[config.mk]
export PLATFORM = sky130hd
export DESIGN_NAME = linked_fifo_sched
export DESIGN_NICKNAME = d
export VERILOG_FILES = /design/src/rtl/linked_fifo_sched.sv
export SDC_FILE = /design/constraint.sdc
export NUM_CORES = 1
export LEC_CHECK = 0
export ABC_AREA = 0
export CAP_MARGIN = 40
export CORE_ASPECT_RATIO = 1.1
export CORE_MARGIN = 10
export CORE_UTILIZATION = 50
export DETAILED_ROUTE_END_ITERATION = 10
export PLACE_DENSITY = 0.84
export SYNTH_ARGS = -nofsm -noshare
export SYNTH_HDL_FRONTEND = slang
export SYNTH_SLANG_ARGS = --single-unit
[constraint.sdc]
create_clock -name clk -period 16 [get_ports clk]
set_clock_uncertainty 0.05 [all_clocks]
set_input_delay 1.6 -clock clk [delete_from_list [all_inputs] [get_ports clk]]
set_output_delay 1.6 -clock clk [all_outputs]
set_load 0.01 [all_outputs]
[src/rtl/linked_fifo_sched.sv]
// linked_fifo_sched
//   Scheduler and front-end controller for a shared linked-list multi-queue FIFO.
//   Runs the FIFO initialisation sequence and holds off upstream pushes until it
//   completes and while the FIFO has no free space. It also keeps a word count for
//   each queue, because the FIFO only reports emptiness of the queue currently
//   addressed for pop. Non-empty, enabled queues are served round-robin. Popped
//   words are delivered on a valid/ready stream through a two-entry buffer, which
//   absorbs the FIFO's one-cycle read latency.
//
// Ports
//   clk, rst          clock; synchronous active-low reset
//   in_valid/in_fifo/in_data/in_ready
//                     upstream push stream (word plus destination queue)
//   sched_mask        per-queue pop enable
//   out_valid/out_fifo/out_data/out_ready
//                     downstream stream of popped words plus source queue
//   occupancy         per-queue word counts, LOG2_DEPTH+1 bits each
//   init_done         high once the FIFO is initialised and scheduling runs
//   lf_rst            active-high reset to the FIFO
//   lf_push/lf_push_fifo/lf_d
//                     FIFO write port
//   lf_pop/lf_pop_fifo/lf_q
//                     FIFO read port; lf_q is valid the cycle after lf_pop
//   lf_full           FIFO free list exhausted
module linked_fifo_sched #(
    parameter int unsigned WIDTH      = 8,
    parameter int unsigned DEPTH      = 32,
    parameter int unsigned FIFOS      = 8,
    parameter int unsigned LOG2_FIFOS = $clog2(FIFOS),
    parameter int unsigned LOG2_DEPTH = $clog2(DEPTH)
) (
    input  logic                                clk,
    input  logic                                rst,
    input  logic                                in_valid,
    input  logic [LOG2_FIFOS-1:0]               in_fifo,
    input  logic [WIDTH-1:0]                    in_data,
    output logic                                in_ready,
    input  logic [FIFOS-1:0]                    sched_mask,
    output logic                                out_valid,
    output logic [LOG2_FIFOS-1:0]               out_fifo,
    output logic [WIDTH-1:0]                    out_data,
    input  logic                                out_ready,
    output logic [FIFOS*(LOG2_DEPTH+1)-1:0]     occupancy,
    output logic                                init_done,
    output logic                                lf_rst,
    output logic                                lf_push,
    output logic                                lf_pop,
    output logic [LOG2_FIFOS-1:0]               lf_push_fifo,
    output logic [LOG2_FIFOS-1:0]               lf_pop_fifo,
    output logic [WIDTH-1:0]                    lf_d,
    input  logic [WIDTH-1:0]                    lf_q,
    input  logic                                lf_full
);

    localparam int unsigned CntW     = LOG2_DEPTH + 1;
    localparam int unsigned InitW    = $clog2(DEPTH + 2);
    localparam int unsigned InitLast = DEPTH + 1;

    typedef enum logic [1:0] {StReset, StInit, StRun} state_e;

    state_e                  state_q, state_d;
    logic [InitW-1:0]        init_cnt_q, init_cnt_d;
    logic [CntW-1:0]         cnt_q [FIFOS];
    logic [CntW-1:0]         cnt_d [FIFOS];
    logic [LOG2_FIFOS-1:0]   rr_q, rr_d;
    logic                    inflight_q;
    logic [LOG2_FIFOS-1:0]   inflight_fifo_q;

    // Two-entry output buffer of {queue, data}
    logic [WIDTH-1:0]        buf_data_q [2];
    logic [LOG2_FIFOS-1:0]   buf_fifo_q [2];
    logic                    buf_wp_q, buf_rp_q;
    logic [1:0]              buf_cnt_q, buf_cnt_d;

    logic                    run;
    logic                    push, pop;
    logic                    buf_wr, buf_rd;
    logic [1:0]              credit_used;
    logic [FIFOS-1:0]        eligible;
    logic                    grant_found;
    logic [LOG2_FIFOS-1:0]   grant;
    logic [LOG2_FIFOS:0]     scan;

    // ------------------------------------------------------------------
    // Control FSM: RESET holds the FIFO in reset; INIT waits out the FIFO's
    // free-list build; RUN enables pushes and scheduling.
    // ------------------------------------------------------------------
    always_comb begin
        state_d    = state_q;
        init_cnt_d = '0;
        lf_rst     = 1'b0;
        run        = 1'b0;
        case (state_q)
            StReset: begin
                lf_rst  = 1'b1;
                state_d = StInit;
            end
            StInit: begin
                init_cnt_d = init_cnt_q + InitW'(1);
                if (init_cnt_q == InitW'(InitLast)) begin
                    state_d = StRun;
                end
            end
            StRun: begin
                run = 1'b1;
            end
            default: begin
                state_d = StReset;
            end
        endcase
    end

    assign init_done = run;

    // ------------------------------------------------------------------
    // Push path
    // ------------------------------------------------------------------
    assign in_ready     = run & ~lf_full;
    assign push         = in_valid & in_ready;
    assign lf_push      = push;
    assign lf_push_fifo = push ? in_fifo : '0;
    assign lf_d         = in_data;

    // ------------------------------------------------------------------
    // Pop path: eligibility uses registered counts, so a word pushed this
    // cycle cannot be popped before the next one.
    // ------------------------------------------------------------------
    always_comb begin
        for (int i = 0; i < int'(FIFOS); i++) begin
            eligible[i] = (cnt_q[i] != '0) & sched_mask[i];
        end
    end

    // First eligible queue at or after the round-robin pointer
    always_comb begin
        grant_found = 1'b0;
        grant       = '0;
        scan        = '0;
        for (int i = 0; i < int'(FIFOS); i++) begin
            scan = {1'b0, rr_q} + (LOG2_FIFOS+1)'(i);
            if (scan >= (LOG2_FIFOS+1)'(FIFOS)) begin
                scan = scan - (LOG2_FIFOS+1)'(FIFOS);
            end
            if (!grant_found && eligible[scan[LOG2_FIFOS-1:0]]) begin
                grant_found = 1'b1;
                grant       = scan[LOG2_FIFOS-1:0];
            end
        end
    end

    // Credits count the buffer as it will be after this cycle's read, so a
    // draining stream keeps one pop per cycle; never more than two words are
    // held between the buffer and the FIFO read in flight.
    assign buf_rd      = out_valid & out_ready;
    assign buf_wr      = inflight_q;
    assign credit_used = buf_cnt_q - {1'b0, buf_rd} + {1'b0, inflight_q};
    assign pop         = run & grant_found & (credit_used < 2'd2);
    assign lf_pop      = pop;
    assign lf_pop_fifo = pop ? grant : '0;

    always_comb begin
        rr_d = rr_q;
        if (pop) begin
            rr_d = (grant == LOG2_FIFOS'(FIFOS - 1)) ? '0 : grant + LOG2_FIFOS'(1);
        end
    end

    // Per-queue counts; a push and pop to the same queue cancel out
    always_comb begin
        for (int i = 0; i < int'(FIFOS); i++) begin
            cnt_d[i] = cnt_q[i];
            if ((push && in_fifo == LOG2_FIFOS'(i)) && !(pop && grant == LOG2_FIFOS'(i))) begin
                cnt_d[i] = cnt_q[i] + CntW'(1);
            end else if ((pop && grant == LOG2_FIFOS'(i)) &&
                         !(push && in_fifo == LOG2_FIFOS'(i))) begin
                cnt_d[i] = cnt_q[i] - CntW'(1);
            end
        end
    end

    always_comb begin
        occupancy = '0;
        for (int i = 0; i < int'(FIFOS); i++) begin
            occupancy[i*CntW +: CntW] = cnt_q[i];
        end
    end

    // ------------------------------------------------------------------
    // Output buffer
    // ------------------------------------------------------------------
    assign buf_cnt_d = buf_cnt_q + {1'b0, buf_wr} - {1'b0, buf_rd};
    assign out_valid = (buf_cnt_q != 2'd0);
    assign out_fifo  = buf_fifo_q[buf_rp_q];
    assign out_data  = buf_data_q[buf_rp_q];

    // ------------------------------------------------------------------
    // State
    // ------------------------------------------------------------------
    always_ff @(posedge clk) begin
        if (!rst) begin
            state_q         <= StReset;
            init_cnt_q      <= '0;
            rr_q            <= '0;
            inflight_q      <= 1'b0;
            inflight_fifo_q <= '0;
            buf_wp_q        <= 1'b0;
            buf_rp_q        <= 1'b0;
            buf_cnt_q       <= '0;
            for (int i = 0; i < 2; i++) begin
                buf_data_q[i] <= '0;
                buf_fifo_q[i] <= '0;
            end
            for (int i = 0; i < int'(FIFOS); i++) begin
                cnt_q[i] <= '0;
            end
        end else begin
            state_q    <= state_d;
            init_cnt_q <= init_cnt_d;
            rr_q       <= rr_d;
            inflight_q <= pop;
            if (pop) begin
                inflight_fifo_q <= grant;
            end
            if (buf_wr) begin
                buf_data_q[buf_wp_q] <= lf_q;
                buf_fifo_q[buf_wp_q] <= inflight_fifo_q;
                buf_wp_q             <= ~buf_wp_q;
            end
            if (buf_rd) begin
                buf_rp_q <= ~buf_rp_q;
            end
            buf_cnt_q <= buf_cnt_d;
            for (int i = 0; i < int'(FIFOS); i++) begin
                cnt_q[i] <= cnt_d[i];
            end
        end
    end

endmodule

=== Word level (Yosys, flattened, before mapping) ===
Memories as Yosys holds them, arrays and structs flattened. A register that Yosys moved wholly into a read port is not among the register bits.
Index checks and enable logic that the tools add are counted.

* Flip-flop bits (word level): 19
* Memories: 3
* Output and inout bits: 79
* Bits in writable memories: 70
* Logic and storage cells: 272
* Bits of input ports: 32

* Muxes and demuxes: 86
* Add/sub/neg operators: 37
* Reductions and logical operators: 78
* Eq/ne operators: 18
* Magnitude comparators: 17
* Bitwise gates (word level): 25

{| class="wikitable"
|+ Memories
! memory !! words !! bits a word !! rd ports !! clocked after Yosys merged registers in !! wr ports !! line !! RTL
|-
| cnt_q || 8 || 6 || 8 || 0 || 8 || 63 || <nowiki>logic [CntW-1:0] cnt_q [FIFOS];</nowiki>
|-
| buf_data_q || 2 || 8 || 1 || 1 || 2 || 70 || <nowiki>logic [WIDTH-1:0] buf_data_q [2];</nowiki>
|-
| buf_fifo_q || 2 || 3 || 1 || 1 || 2 || 71 || <nowiki>logic [LOG2_FIFOS-1:0] buf_fifo_q [2];</nowiki>
|}

{| class="wikitable"
|+ Operators with widths
! kind !! number
|-
| $mux W6 || 24
|-
| $mux W3 || 20
|-
| $add A6 B1 Y6 const B || 9
|-
| $reduce_bool A6 Y1 || 8
|-
| $sub A6 B1 Y6 const B || 8
|-
| $logic_and A1 B1 Y1 || 39
|-
| $lt A3 B4 Y1 const B || 8
|-
| $mux W1 || 31
|-
| $ge A4 B4 Y1 const B || 7
|-
| $bmux W1 S3 || 8
|-
| $eq A3 B3 Y1 const B || 8
|-
| $sub A3 B1 Y3 const B || 8
|-
| $logic_not A1 Y1 || 23
|-
| $add A3 B3 Y4 const B || 4
|-
| $and A1 B1 Y1 || 13
|-
| $eq A3 B2 Y1 const B || 4
|-
| $add A3 B2 Y4 const B || 2
|-
| $mux W8 || 1
|-
| $or A1 B1 Y1 || 8
|-
| $reduce_or A8 Y1 || 1
|-
| $eq A3 B1 Y1 const B || 2
|-
| $eq A6 B6 Y1 const B || 1
|-
| $logic_not A3 Y1 || 2
|-
| $pmux W2 S3 || 1
|-
| 15 further kinds || 21
|}

=== Depth between registers and ports, before layout ===
Gate-level depths: netlist (run 1).
An unclocked memory read counts as a cell.

* Depth in word-level cells: 34
* Mapped depth: 24
* Mapped depth without buffers: 22

=== Worst setup path after synthesis (run 1) ===
No wires, ideal clock.

* Path kind: input to register
* Start point: in sched_mask[4]
* End point: mem cnt_q[1][11] (netlist bit)
* Stages on the path: 20
* Library setup time: 0.071 ns
* Path buffers: 0
* Slack: 10.299 ns
* Data required time: 15.879 ns
* Data arrival time: 5.580 ns
* Cells stage by stage: a21boi_0 > mux4_1 > mux2_2 > o211ai_2 > a31oi_1 > or3_4 > nand2_1 > ha_1 > nand3_1 > or3_1 > ha_1 > inv_1 > ha_1 > a21o_2 > a21oi_1 > o21bai_1 > a21oi_1 > xnor2_1 > or3_1 > a21oi_1

{| class="wikitable"
|+ RTL lines
! what !! line !! RTL
|-
| from (decl) || 38 || <nowiki>input logic [FIFOS-1:0] sched_mask,</nowiki>
|-
| to (decl) || 63 ||
|}

=== Worst setup path in the final report (run 1) ===
* Start point: in sched_mask[0]
* End point: out lf_pop_fifo[2]

* Cells in the longest elaborated chain, start to end: 28
* Elaborated cells on any way between the ends: 50
* Those cells by class: mux: 33; bitwise: 3; reduce/logical: 14

{| class="wikitable"
|+ RTL lines
! what !! line !! RTL
|-
| $and A1 B1 Y1 (*) || 130 || <nowiki>eligible[i] = (cnt_q[i] != '0) & sched_mask[i];</nowiki>
|-
| $bmux W1 S3 || 144 || <nowiki>if (!grant_found && eligible[scan[LOG2_FIFOS-1:0]]) begin</nowiki>
|-
| $mux W1 (implied by the code) || 144 ||
|-
| $mux W1 || 144 ||
|-
| $logic_not A1 Y1 || 144 ||
|-
| $logic_and A1 B1 Y1 || 144 ||
|-
| $mux W1 || 144 ||
|-
| $logic_not A1 Y1 || 144 ||
|-
| (+11 left out) || - ||
|-
| $logic_not A1 Y1 || 144 ||
|-
| $logic_and A1 B1 Y1 || 144 ||
|-
| $mux W1 || 144 ||
|-
| $logic_not A1 Y1 || 144 ||
|-
| $logic_and A1 B1 Y1 || 144 ||
|-
| $mux W1 || 144 ||
|-
| $and A1 B1 Y1 (2 in a row) || 157 || <nowiki>assign pop = run & grant_found & (credit_used < 2'd2);</nowiki>
|-
| $mux W3 (*) || 159 || <nowiki>assign lf_pop_fifo = pop ? grant : '0;</nowiki>
|-
| to (decl) || 49 || <nowiki>output logic [LOG2_FIFOS-1:0] lf_pop_fifo,</nowiki>
|}

Every way passes the cells marked *; elsewhere a longest branch is shown, timed or not. The select of a mux whose other input is x is not followed.

==> summary.json, run 1 <==
{
  "status": {"value": "finished, final reports clean"},
  "grt_use_met1": {"value": 0.2146},
  "die_h": {"value": 139.9, "unit": "microns"},
  "worstSkewPairLatency": {"value": 0.35, "unit": "ns"},
  "route.vias.total": {"value": 5358},
  "number_of_global_route_vias_before_repair": {"value": 5173},
  "cts-buffers-inserted": {"value": 9},
  "tightest_slew": {"value": 0.7980, "unit": "ns"},
  "cell_area_synth": {"value": 6533, "unit": "sq um"},
  "pin_count": {"value": 111},
  "synth_top_flop_cell": {"value": "sky130_fd_sc_hd__dfxtp_1"},
  "postSynthCellCount": {"value": 709},
  "criticalPathCategory": {"value": "in -> out"},
  "cts_hold_buf": {"value": 0},
  "timing.critical_path.fanout_max": {"value": 10},
  "floorplan.initialDensity": {"value": 0.5145},
  "ys.warnings.count": {"value": 0},
  "layout_cell_share_with_drive_strength_beyond_1": {"value": 0.08629},
  "worst_hold_startpoint": {"value": "init_cnt_q[0]"},
  "flow.area_growth_from_synthesis": {"value": 19.82, "unit": "%"},
  "placeableCoreArea": {"value": 12700, "unit": "sq um"},
  "setup.worst_path.start_class": {"value": "input pin"},
  "syn_area_per_cell": {"value": 9.214, "unit": "sq um"},
  "dr.pass1.iters": {"value": 5},
  "dp.final_hpwl": {"value": 12150, "unit": "microns"},
  "rsz0062_at_grt": {"value": "false"},
  "global_route.usage.met2": {"value": 0.2753},
  "met3_demand_to_capacity_share_in_global_routing": {"value": 0.05205},
  "grt_first_pass_wirelength": {"value": 25700, "unit": "microns"},
  "max-vdd-ir-drop": {"value": 0.00004171, "unit": "V"},
  "detail_route.drc_violations": {"value": 0},
  "routedWlPerCell": {"value": 16.61, "unit": "microns"},
  "post_cts_resized": {"value": 0},
  "synthesis.nets": {"value": 801},
  "design.final.nets": {"value": 875},
  "whs_path_depth": {"value": 1},
  "cpMaxStageDelayCell": {"value": "sky130_fd_sc_hd__a2111oi_0"},
  "ctsRootBufferMaster": {"value": "sky130_fd_sc_hd__clkbuf_16"},
  "diodes": {"value": 0},
  "total_number_of_clock_tree_sinks": {"value": 90},
  "ys_async_sr_fraction": {"value": 0},
  "cts_post_setup_buffers_inserted": {"value": 0},
  "setup-tns-final": {"value": 0, "unit": "ns"},
  "synth_edf_count": {"value": 22},
  "drt_first_iter_violations": {"value": 365},
  "grt_start_max_net_pins": {"value": 43},
  "timing.critical_path.arrival": {"value": 4.76, "unit": "ns"},
  "crit_path_frequent_cell": {"value": "sky130_fd_sc_hd__clkdlybuf4s50_1"},
  "synth-seq-cells": {"value": 90},
  "finalCritPeriodShare": {"value": 0.4007},
  "r2r_slack": {"value": 9.88, "unit": "ns"},
  "register_area_share_after_synthesis": {"value": 0.3095},
  "clock_tree_from_tritoncts": {"value": "yes"},
  "leakage": {"value": 3.187, "unit": "nW"},
  "placement_rows": {"value": 43},
  "worstPathCellList": {"value": "clkdlybuf4s50_1 -> a21bo_2 -> mux4_2 -> o221ai_1 -> o22ai_1 -> a2111oi_0 -> o21a_1 -> nor3_1 -> clkdlybuf4s50_1"},
  "report.final.hold_viol_count": {"value": 0},
  "dpl_worst_slack": {"value": 9.355, "unit": "ns"},
  "setup.worst_path.end_class": {"value": "primary output"},
  "post-route-min-period": {"value": 6.412, "unit": "ns"},
  "clockBufferDepth": {"value": 2},
  "min-delay-path-class": {"value": "reg -> reg"},
  "clkSlewWorstSetupHoldPaths": {"value": 0.07, "unit": "ns"},
  "top_usage_layer": {"value": "met2"},
  "worst_r2r_endpoint": {"value": "cnt_q[1][11]"},
  "die_x": {"value": 129.0, "unit": "microns"},
  "ant_nets": {"value": 0},
  "hold-path-endpoint": {"value": "init_cnt_q[0]"},
  "power_density": {"value": 63.23, "unit": "nW/um^2"},
  "grt_antenna_before_repair": {"value": 0},
  "max_cap_violations": {"value": 0},
  "rr_worst_depth": {"value": 23},
  "fillers": {"value": 1045},
  "slew-limit-headroom": {"value": 0.4635},
  "vias_per_cell": {"value": 5.670},
  "routed_wirelength": {"value": 15700, "unit": "microns"},
  "design.die.area": {"value": 18040, "unit": "sq um"},
  "r2r_start": {"value": "rr_q[0]"},
  "max_clock_freq": {"value": 156.0, "unit": "MHz"},
  "cts-htree-levels": {"value": 3},
  "synth.lib_cells_used.distinct": {"value": 77},
  "port_buffers": {"value": 94},
  "grt_overflow_total": {"value": 0},
  "timing.final.ws_setup": {"value": 9.588, "unit": "ns"},
  "final-setup-viol-count": {"value": 0},
  "timing.final.max_slew_violations": {"value": 0},
  "finalWeightedCongestion": {"value": 0.9907},
  "cp.required": {"value": 14.35, "unit": "ns"},
  "crit_path_max_incr_delay": {"value": 0.55, "unit": "ns"},
  "grt_usage": {"value": 0.1740}
}
report_power, final:
part	leakage [nW]	switching [W]	internal, W	total [W]
Clock	0.137	0.0000926	0.000106	0.000198
Combinational	2.27	0.0000209	0.0000311	0.0000520
Sequential	0.775	0.00000606	0.000238	0.000245
placed cells by master, fill, tap and decap left out, types with 18 or more instances in the layout:
cell type / Yosys / final
sky130_fd_sc_hd__dfxtp_1: 68 / 68
sky130_fd_sc_hd__a21oi_1: 69 / 69
sky130_fd_sc_hd__mux2i_1: 22 / 22
sky130_fd_sc_hd__nor2_1: 111 / 111
sky130_fd_sc_hd__nand2_1: 24 / 24
sky130_fd_sc_hd__ha_1: 52 / 52
sky130_fd_sc_hd__xor2_1: 22 / 22
sky130_fd_sc_hd__o21ai_0: 18 / 18
sky130_fd_sc_hd__edfxtp_1: 22 / 22
sky130_fd_sc_hd__xnor2_1: 29 / 29
sky130_fd_sc_hd__inv_1: 28 / 27
sky130_fd_sc_hd__clkdlybuf4s50_1: 0 / 94
sky130_fd_sc_hd__and2_1: 28 / 28
routing by layer:
layer	wire [microns]	share of wire	vias to the layer above
li1	-	-	2671
met1	6966	0.44	2522
met2	7223	0.46	143
met3	1125	0.072	22
met4	385	0.025	0
met5	0	0	-
cells in the mapped netlist (3+ instances only):
cell type,instances,area share
sky130_fd_sc_hd__o31a_1,6,0.0080
sky130_fd_sc_hd__nand3_1,11,0.0084
sky130_fd_sc_hd__dfxtp_1,68,0.21
sky130_fd_sc_hd__nand2_1,24,0.014
sky130_fd_sc_hd__o31ai_1,6,0.0069
sky130_fd_sc_hd__o21bai_1,11,0.013
sky130_fd_sc_hd__or4_4,3,0.0052
sky130_fd_sc_hd__buf_4,8,0.0092
sky130_fd_sc_hd__mux4_2,12,0.041
sky130_fd_sc_hd__xor2_1,22,0.029
sky130_fd_sc_hd__nor4_1,4,0.0038
sky130_fd_sc_hd__inv_1,28,0.016
sky130_fd_sc_hd__o22ai_1,4,0.0038
sky130_fd_sc_hd__nor2_1,111,0.064
sky130_fd_sc_hd__mux4_1,3,0.012
sky130_fd_sc_hd__edfxtp_1,22,0.10
sky130_fd_sc_hd__o21ai_0,18,0.014
sky130_fd_sc_hd__ha_1,52,0.10
sky130_fd_sc_hd__fa_1,8,0.025
sky130_fd_sc_hd__o311a_1,3,0.0046
sky130_fd_sc_hd__or3_1,13,0.012
sky130_fd_sc_hd__a21oi_1,69,0.053
sky130_fd_sc_hd__and2_1,28,0.027
sky130_fd_sc_hd__xnor2_1,29,0.039
sky130_fd_sc_hd__nand2b_1,5,0.0048
sky130_fd_sc_hd__and3_1,3,0.0029
sky130_fd_sc_hd__mux2_2,13,0.022
sky130_fd_sc_hd__or4_1,3,0.0034
sky130_fd_sc_hd__a21o_1,9,0.010
sky130_fd_sc_hd__clkbuf_1,16,0.0092
sky130_fd_sc_hd__o211ai_1,3,0.0034
sky130_fd_sc_hd__buf_1,8,0.0046
sky130_fd_sc_hd__mux2i_1,22,0.034
sky130_fd_sc_hd__nor3_1,9,0.0069
state kept, by name, summed over array words and instances (netlist names), named ones only:
name and flops:
init_cnt_q 6, buf_fifo_q 6, state_q 2, buf_cnt_q 2, buf_wp_q 1, buf_rp_q 1, inflight_fifo_q 3, rr_q 3
cnt_q 48, buf_data_q 16, buf_wr 1
critical path: cells and delay by family:
family	cells	cell delay [ns]
and+or+nand+nor	1	0.09
buffers and inverters	2	1.01
muxes	1	0.45
AOI/OAI and AO/OA	5	1.60
worst max-delay path by stage:
stage	slack, ns	cells past startpoint	from	endpoint
6_report	9.59	9	sched_mask[0]	lf_pop_fifo[2]
5_1_grt	9.25	20	sched_mask[3]	cnt_q[1][11]
4_1_cts	9.66	9	sched_mask[0]	lf_pop_fifo[2]
3_5_place_dp	9.36	21	sched_mask[0]	cnt_q[1][11]
3_3_place_gp	9.42	22	rr_q[0]	cnt_q[1][11]
2_1_floorplan	10.30	20	sched_mask[4]	cnt_q[1][11]
final cells by class:
class,count,area (sq um),share of cell area
Multi-Input combinational cell,555,4232,0.5406
Sequential cell,90,2022,0.2583
Timing Repair Buffer,97,996.0,0.1272
Clock buffer,10,229.0,0.02925
Tap cell,157,196.4,0.02510
Inverter,30,112.6,0.01439
Clock inverter,6,40.04,0.005115
through the flow:
stage	cell area, sq um	hold WS (ns)	utilization	power, W	cells
3_3_place_gp	7511	0.4011	0.5915	0.0003008	927
2_1_floorplan	6533	0.3834	-	0.0002777	709
4_1_cts	7828	0.4245	0.6165	0.0004992	945
5_1_grt	7828	0.4662	0.6165	0.0005142	945
3_5_place_dp	7559	0.4090	0.5953	0.0003026	929
6_report	7828	0.4214	0.6165	0.0004949	945
cell families (layout without fill, tap and decap cells):
group           after synthesis  count (layout)  synth area share
simple gates                234             234            0.1816
compound gates              157             157            0.1563
flops                        90              90            0.3095
buf+inv                      64             143           0.04271
fa+ha+maj                    60              60            0.1241
mux                          53              53            0.1174
xor+xnor                     51              51           0.06838
Power figures use the tool's default switching activity.
==> run 2, diff against run 1 <==
- clock period: 16 -> 6.3 ns (I/O delays scaled with it)
==> run 2 against run 1 <==
  * Via count grew 1.8%
  * Worst setup slack got worse by 9.2 ns
  * Non-clock buffer count up 3
  * Register-to-register slack got worse by 9.5 ns
  * Largest cell class unchanged
  * Total power grew to 2.7 times the previous value
==> summary.json, run 2 (synthesized netlist as in run 1, its figures left out) <==
{
  "route.vias.total": {"value": 5453, "change": "was 5358"},
  "min-delay-path-class": {"value": "reg -> reg", "change": "unchanged"},
  "largestRegisters": {"value": "cnt_q (48), buf_data_q (16)", "change": "unchanged"},
  "placement_rows": {"value": 43, "change": "unchanged"},
  "hold-worst-slack": {"value": 0.4153, "unit": "ns", "change": "was 0.4214 ns"},
  "timing.final.max_slew_violations": {"value": 0, "change": "unchanged"},
  "status": {"value": "finished, final reports clean", "change": "unchanged"},
  "mostFrequentLayoutCell": {"value": "sky130_fd_sc_hd__nor2_1", "change": "unchanged"},
  "sequentialPowerShare": {"value": 0.472, "change": "was 0.494"},
  "setup.worst_path.start_class": {"value": "flip-flop", "change": "was input pin"},
  "clkSlewWorstSetupHoldPaths": {"value": 0.07, "unit": "ns", "change": "about the same"},
  "leakage": {"value": 3.206, "unit": "nW", "change": "was 3.187 nW"},
  "post-route-min-period": {"value": 5.921, "unit": "ns"},
  "flow.area_growth_from_synthesis": {"value": 20.51, "unit": "%", "change": "was 19.82%"},
  "fillers": {"value": 1052, "change": "was 1045"},
  "floorplan.initialDensity": {"value": 0.5145, "change": "unchanged"},
  "port_buffers": {"value": 94, "change": "unchanged"},
  "routedWlPerCell": {"value": 17.25, "unit": "microns", "change": "was 16.61 microns"},
  "rsz0062_at_grt": {"value": "false", "change": "unchanged"},
  "multi_input_comb_area": {"value": 4237, "unit": "sq um", "change": "was 4232 sq um"},
  "clock_tree_from_tritoncts": {"value": "yes", "change": "unchanged"},
  "timing.critical_path.fanout_max": {"value": 5, "change": "was 10"},
  "detail_route.drc_violations": {"value": 0, "change": "unchanged"},
  "layout.cells.most_common_list": {"value": "111 x sky130_fd_sc_hd__nor2_1, 94 x sky130_fd_sc_hd__clkdlybuf4s50_1, 69 x sky130_fd_sc_hd__a21oi_1, 68 x sky130_fd_sc_hd__dfxtp_1, 52 x sky130_fd_sc_hd__ha_1", "change": "unchanged"},
  "worstSkewPairLatency": {"value": 0.36, "unit": "ns", "change": "was 0.35 ns"},
  "clockBufferDepth": {"value": 2, "change": "unchanged"},
  "dr.pass1.iters": {"value": 6, "change": "was 5"},
  "ctsRootBufferMaster": {"value": "sky130_fd_sc_hd__clkbuf_16", "change": "unchanged"},
  "sequential_cell_area": {"value": 2022, "unit": "sq um", "change": "unchanged"},
  "largest_register_ff_count": {"value": 48, "change": "unchanged"},
  "max_cap_violations": {"value": 0, "change": "unchanged"},
  "grt_first_pass_wirelength": {"value": 27140, "unit": "microns", "change": "was 25700 microns"},
  "cts-htree-levels": {"value": 3, "change": "unchanged"},
  "tightest_slew": {"value": 0.7442, "unit": "ns", "change": "was 0.7980 ns"},
  "setup-tns-final": {"value": 0, "unit": "ns", "change": "unchanged"},
  "die_h": {"value": 139.9, "unit": "microns", "change": "unchanged"},
  "max-vdd-ir-drop": {"value": 0.00009620, "unit": "V", "change": "was 0.00004171 V"},
  "finalWeightedCongestion": {"value": 0.9704, "change": "was 0.9907"},
  "switchingPower": {"value": 0.0003099, "unit": "W", "change": "was 0.0001195 W"},
  "placeableCoreArea": {"value": 12700, "unit": "sq um", "change": "unchanged"},
  "slew-limit-headroom": {"value": 0.4910, "change": "was 0.4635"},
  "pin_count": {"value": 111, "change": "unchanged"},
  "die_x": {"value": 129.0, "unit": "microns", "change": "unchanged"},
  "combPwrFrac": {"value": 0.102, "change": "was 0.105"},
  "design.final.nets": {"value": 878, "change": "was 875"},
  "dp.final_hpwl": {"value": 12410, "unit": "microns", "change": "was 12150 microns"},
  "grt_start_max_net_pins": {"value": 43, "change": "unchanged"},
  "grt_overflow_total": {"value": 0, "change": "unchanged"},
  "max_clock_freq": {"value": 168.9, "unit": "MHz"},
  "ant_nets": {"value": 0, "change": "unchanged"},
  "cts-buffers-inserted": {"value": 9, "change": "unchanged"},
  "internal_power": {"value": 0.001007, "unit": "W", "change": "was 0.0003754 W"},
  "vias_per_cell": {"value": 5.752, "change": "was 5.670"},
  "final-setup-viol-count": {"value": 0, "change": "unchanged"},
  "registers.top_by_ff_count": {"value": "cnt_q", "change": "unchanged"},
  "report.final.hold_viol_count": {"value": 0, "change": "unchanged"},
  "layout_cell_share_with_drive_strength_beyond_1": {"value": 0.09102, "change": "was 0.08629"},
  "setup.worst_path.end_class": {"value": "flip-flop", "change": "was primary output"},
  "diodes": {"value": 0, "change": "unchanged"},
  "timing.critical_path.arrival": {"value": 6.16, "unit": "ns", "change": "was 4.76 ns"},
  "grt_usage": {"value": 0.1835, "change": "was 0.1740"},
  "routed_wirelength": {"value": 16350, "unit": "microns", "change": "was 15700 microns"},
  "number_of_global_route_vias_before_repair": {"value": 5401, "change": "was 5173"},
  "grt_antenna_before_repair": {"value": 0, "change": "unchanged"},
  "drt_first_iter_violations": {"value": 431, "change": "was 365"},
  "design.die.area": {"value": 18040, "unit": "sq um", "change": "unchanged"},
  "total_number_of_clock_tree_sinks": {"value": 90, "change": "unchanged"},
  "criticalPathCategory": {"value": "reg -> reg", "change": "was in -> out"},
  "p_sw_frac": {"value": 0.2354, "change": "was 0.2414"},
  "power_density": {"value": 167.3, "unit": "nW/um^2", "change": "was 63.23 nW/um^2"},
  "cp.required": {"value": 6.54, "unit": "ns", "change": "was 14.35 ns"},
  "clock_power_share": {"value": 0.426, "change": "was 0.401"},
  "finalCritPeriodShare": {"value": 0.9398}
}
[run 2: changes by cell type in the layout (fill, tap and decap cells not counted), sizes merged]
cell    delta
bufinv     +1
buf        +3
inv        -2
clkbuf     +1
[run 2: area by class of cell]
class	count	area share
Multi-Input combinational cell	555	0.5381
Sequential cell	90	0.2568
Timing Repair Buffer	100	0.1268
Clock buffer	11	0.03083
Tap cell	157	0.02495
Inverter	30	0.01430
Clock inverter	5	0.008106
[run 2: path summary, 6_finish.rpt]
path / slack [ns] / startpoint / end / depth (start not counted)
worst max-delay path: 0.38 / cnt_q[1][18] / cnt_q[1][11] / 21
worst min register to register: 0.42 / init_cnt_q[0] / init_cnt_q[0] / 1
worst min-delay path: 0.42 / init_cnt_q[0] / init_cnt_q[0] / 1
worst max register to register: 0.38 / cnt_q[1][18] / cnt_q[1][11] / 21
[run 2: stage by stage]
| stage | utilization | instance area, sq um | power [W] | std cells | setup WS (ns) |
|---|---|---|---|---|---|
| global placement | 0.5939 | 7541 | 0.0007640 | 931 | 0.5274 |
| finish | 0.6200 | 7873 | 0.001317 | 948 | 0.3792 |
| floorplan | - | 6533 | 0.0007053 | 709 | 0.7595 |
| CTS | 0.6196 | 7868 | 0.001328 | 948 | 0.3015 |
| detailed placement | 0.5955 | 7561 | 0.0007700 | 932 | 0.4043 |
| global route | 0.6200 | 7873 | 0.001360 | 948 | 0.05251 |
[run 2: what timing repair did]
action                                  CTS  global route
buffers inserted                          0             0
endpoints found under the setup margin    0             2
hold buffers                              0             0
resized for setup                         0             1
[run 2: critical path: stages (launching register included)]
cell,delay (ns)
sky130_fd_sc_hd__dfxtp_1,0.38
sky130_fd_sc_hd__or4_1,0.56
sky130_fd_sc_hd__o31ai_1,0.58
sky130_fd_sc_hd__mux2i_1,0.26
sky130_fd_sc_hd__mux4_2,0.60
sky130_fd_sc_hd__o21ai_0,0.28
sky130_fd_sc_hd__nor3_1,0.08
sky130_fd_sc_hd__o32a_1,0.25
sky130_fd_sc_hd__o21ai_0,0.26
sky130_fd_sc_hd__ha_1,0.21
sky130_fd_sc_hd__nand3_1,0.12
sky130_fd_sc_hd__or3_1,0.39
sky130_fd_sc_hd__ha_1,0.24
sky130_fd_sc_hd__inv_1,0.15
sky130_fd_sc_hd__ha_1,0.25
sky130_fd_sc_hd__a21o_2,0.21
sky130_fd_sc_hd__a21oi_1,0.22
sky130_fd_sc_hd__o21bai_1,0.09
sky130_fd_sc_hd__a21oi_1,0.17
sky130_fd_sc_hd__xnor2_1,0.09
sky130_fd_sc_hd__or3_1,0.31
sky130_fd_sc_hd__a21oi_1,0.13
[run 2: per-layer routing]
layer | track usage | vias up | routed length [microns] | part of all wire
met5 | 0 | - | 0 | 0
li1 | - | 2693 | - | -
met2 | 0.2973 | 206 | 7515 | 0.46
met1 | 0.2255 | 2517 | 7143 | 0.44
met4 | 0.06950 | 0 | 405 | 0.025
met3 | 0.05053 | 37 | 1286 | 0.079
[run 2: power by group through the flow]
stage	Combinational, W	Sequential, W	Clock [W]
3_3_place_gp	0.000131	0.000633	0
5_1_grt	0.000144	0.000624	0.000592
6_report	0.000135	0.000621	0.000561
3_5_place_dp	0.000135	0.000635	0
2_1_floorplan	0.0000813	0.000624	0
4_1_cts	0.000136	0.000622	0.000570
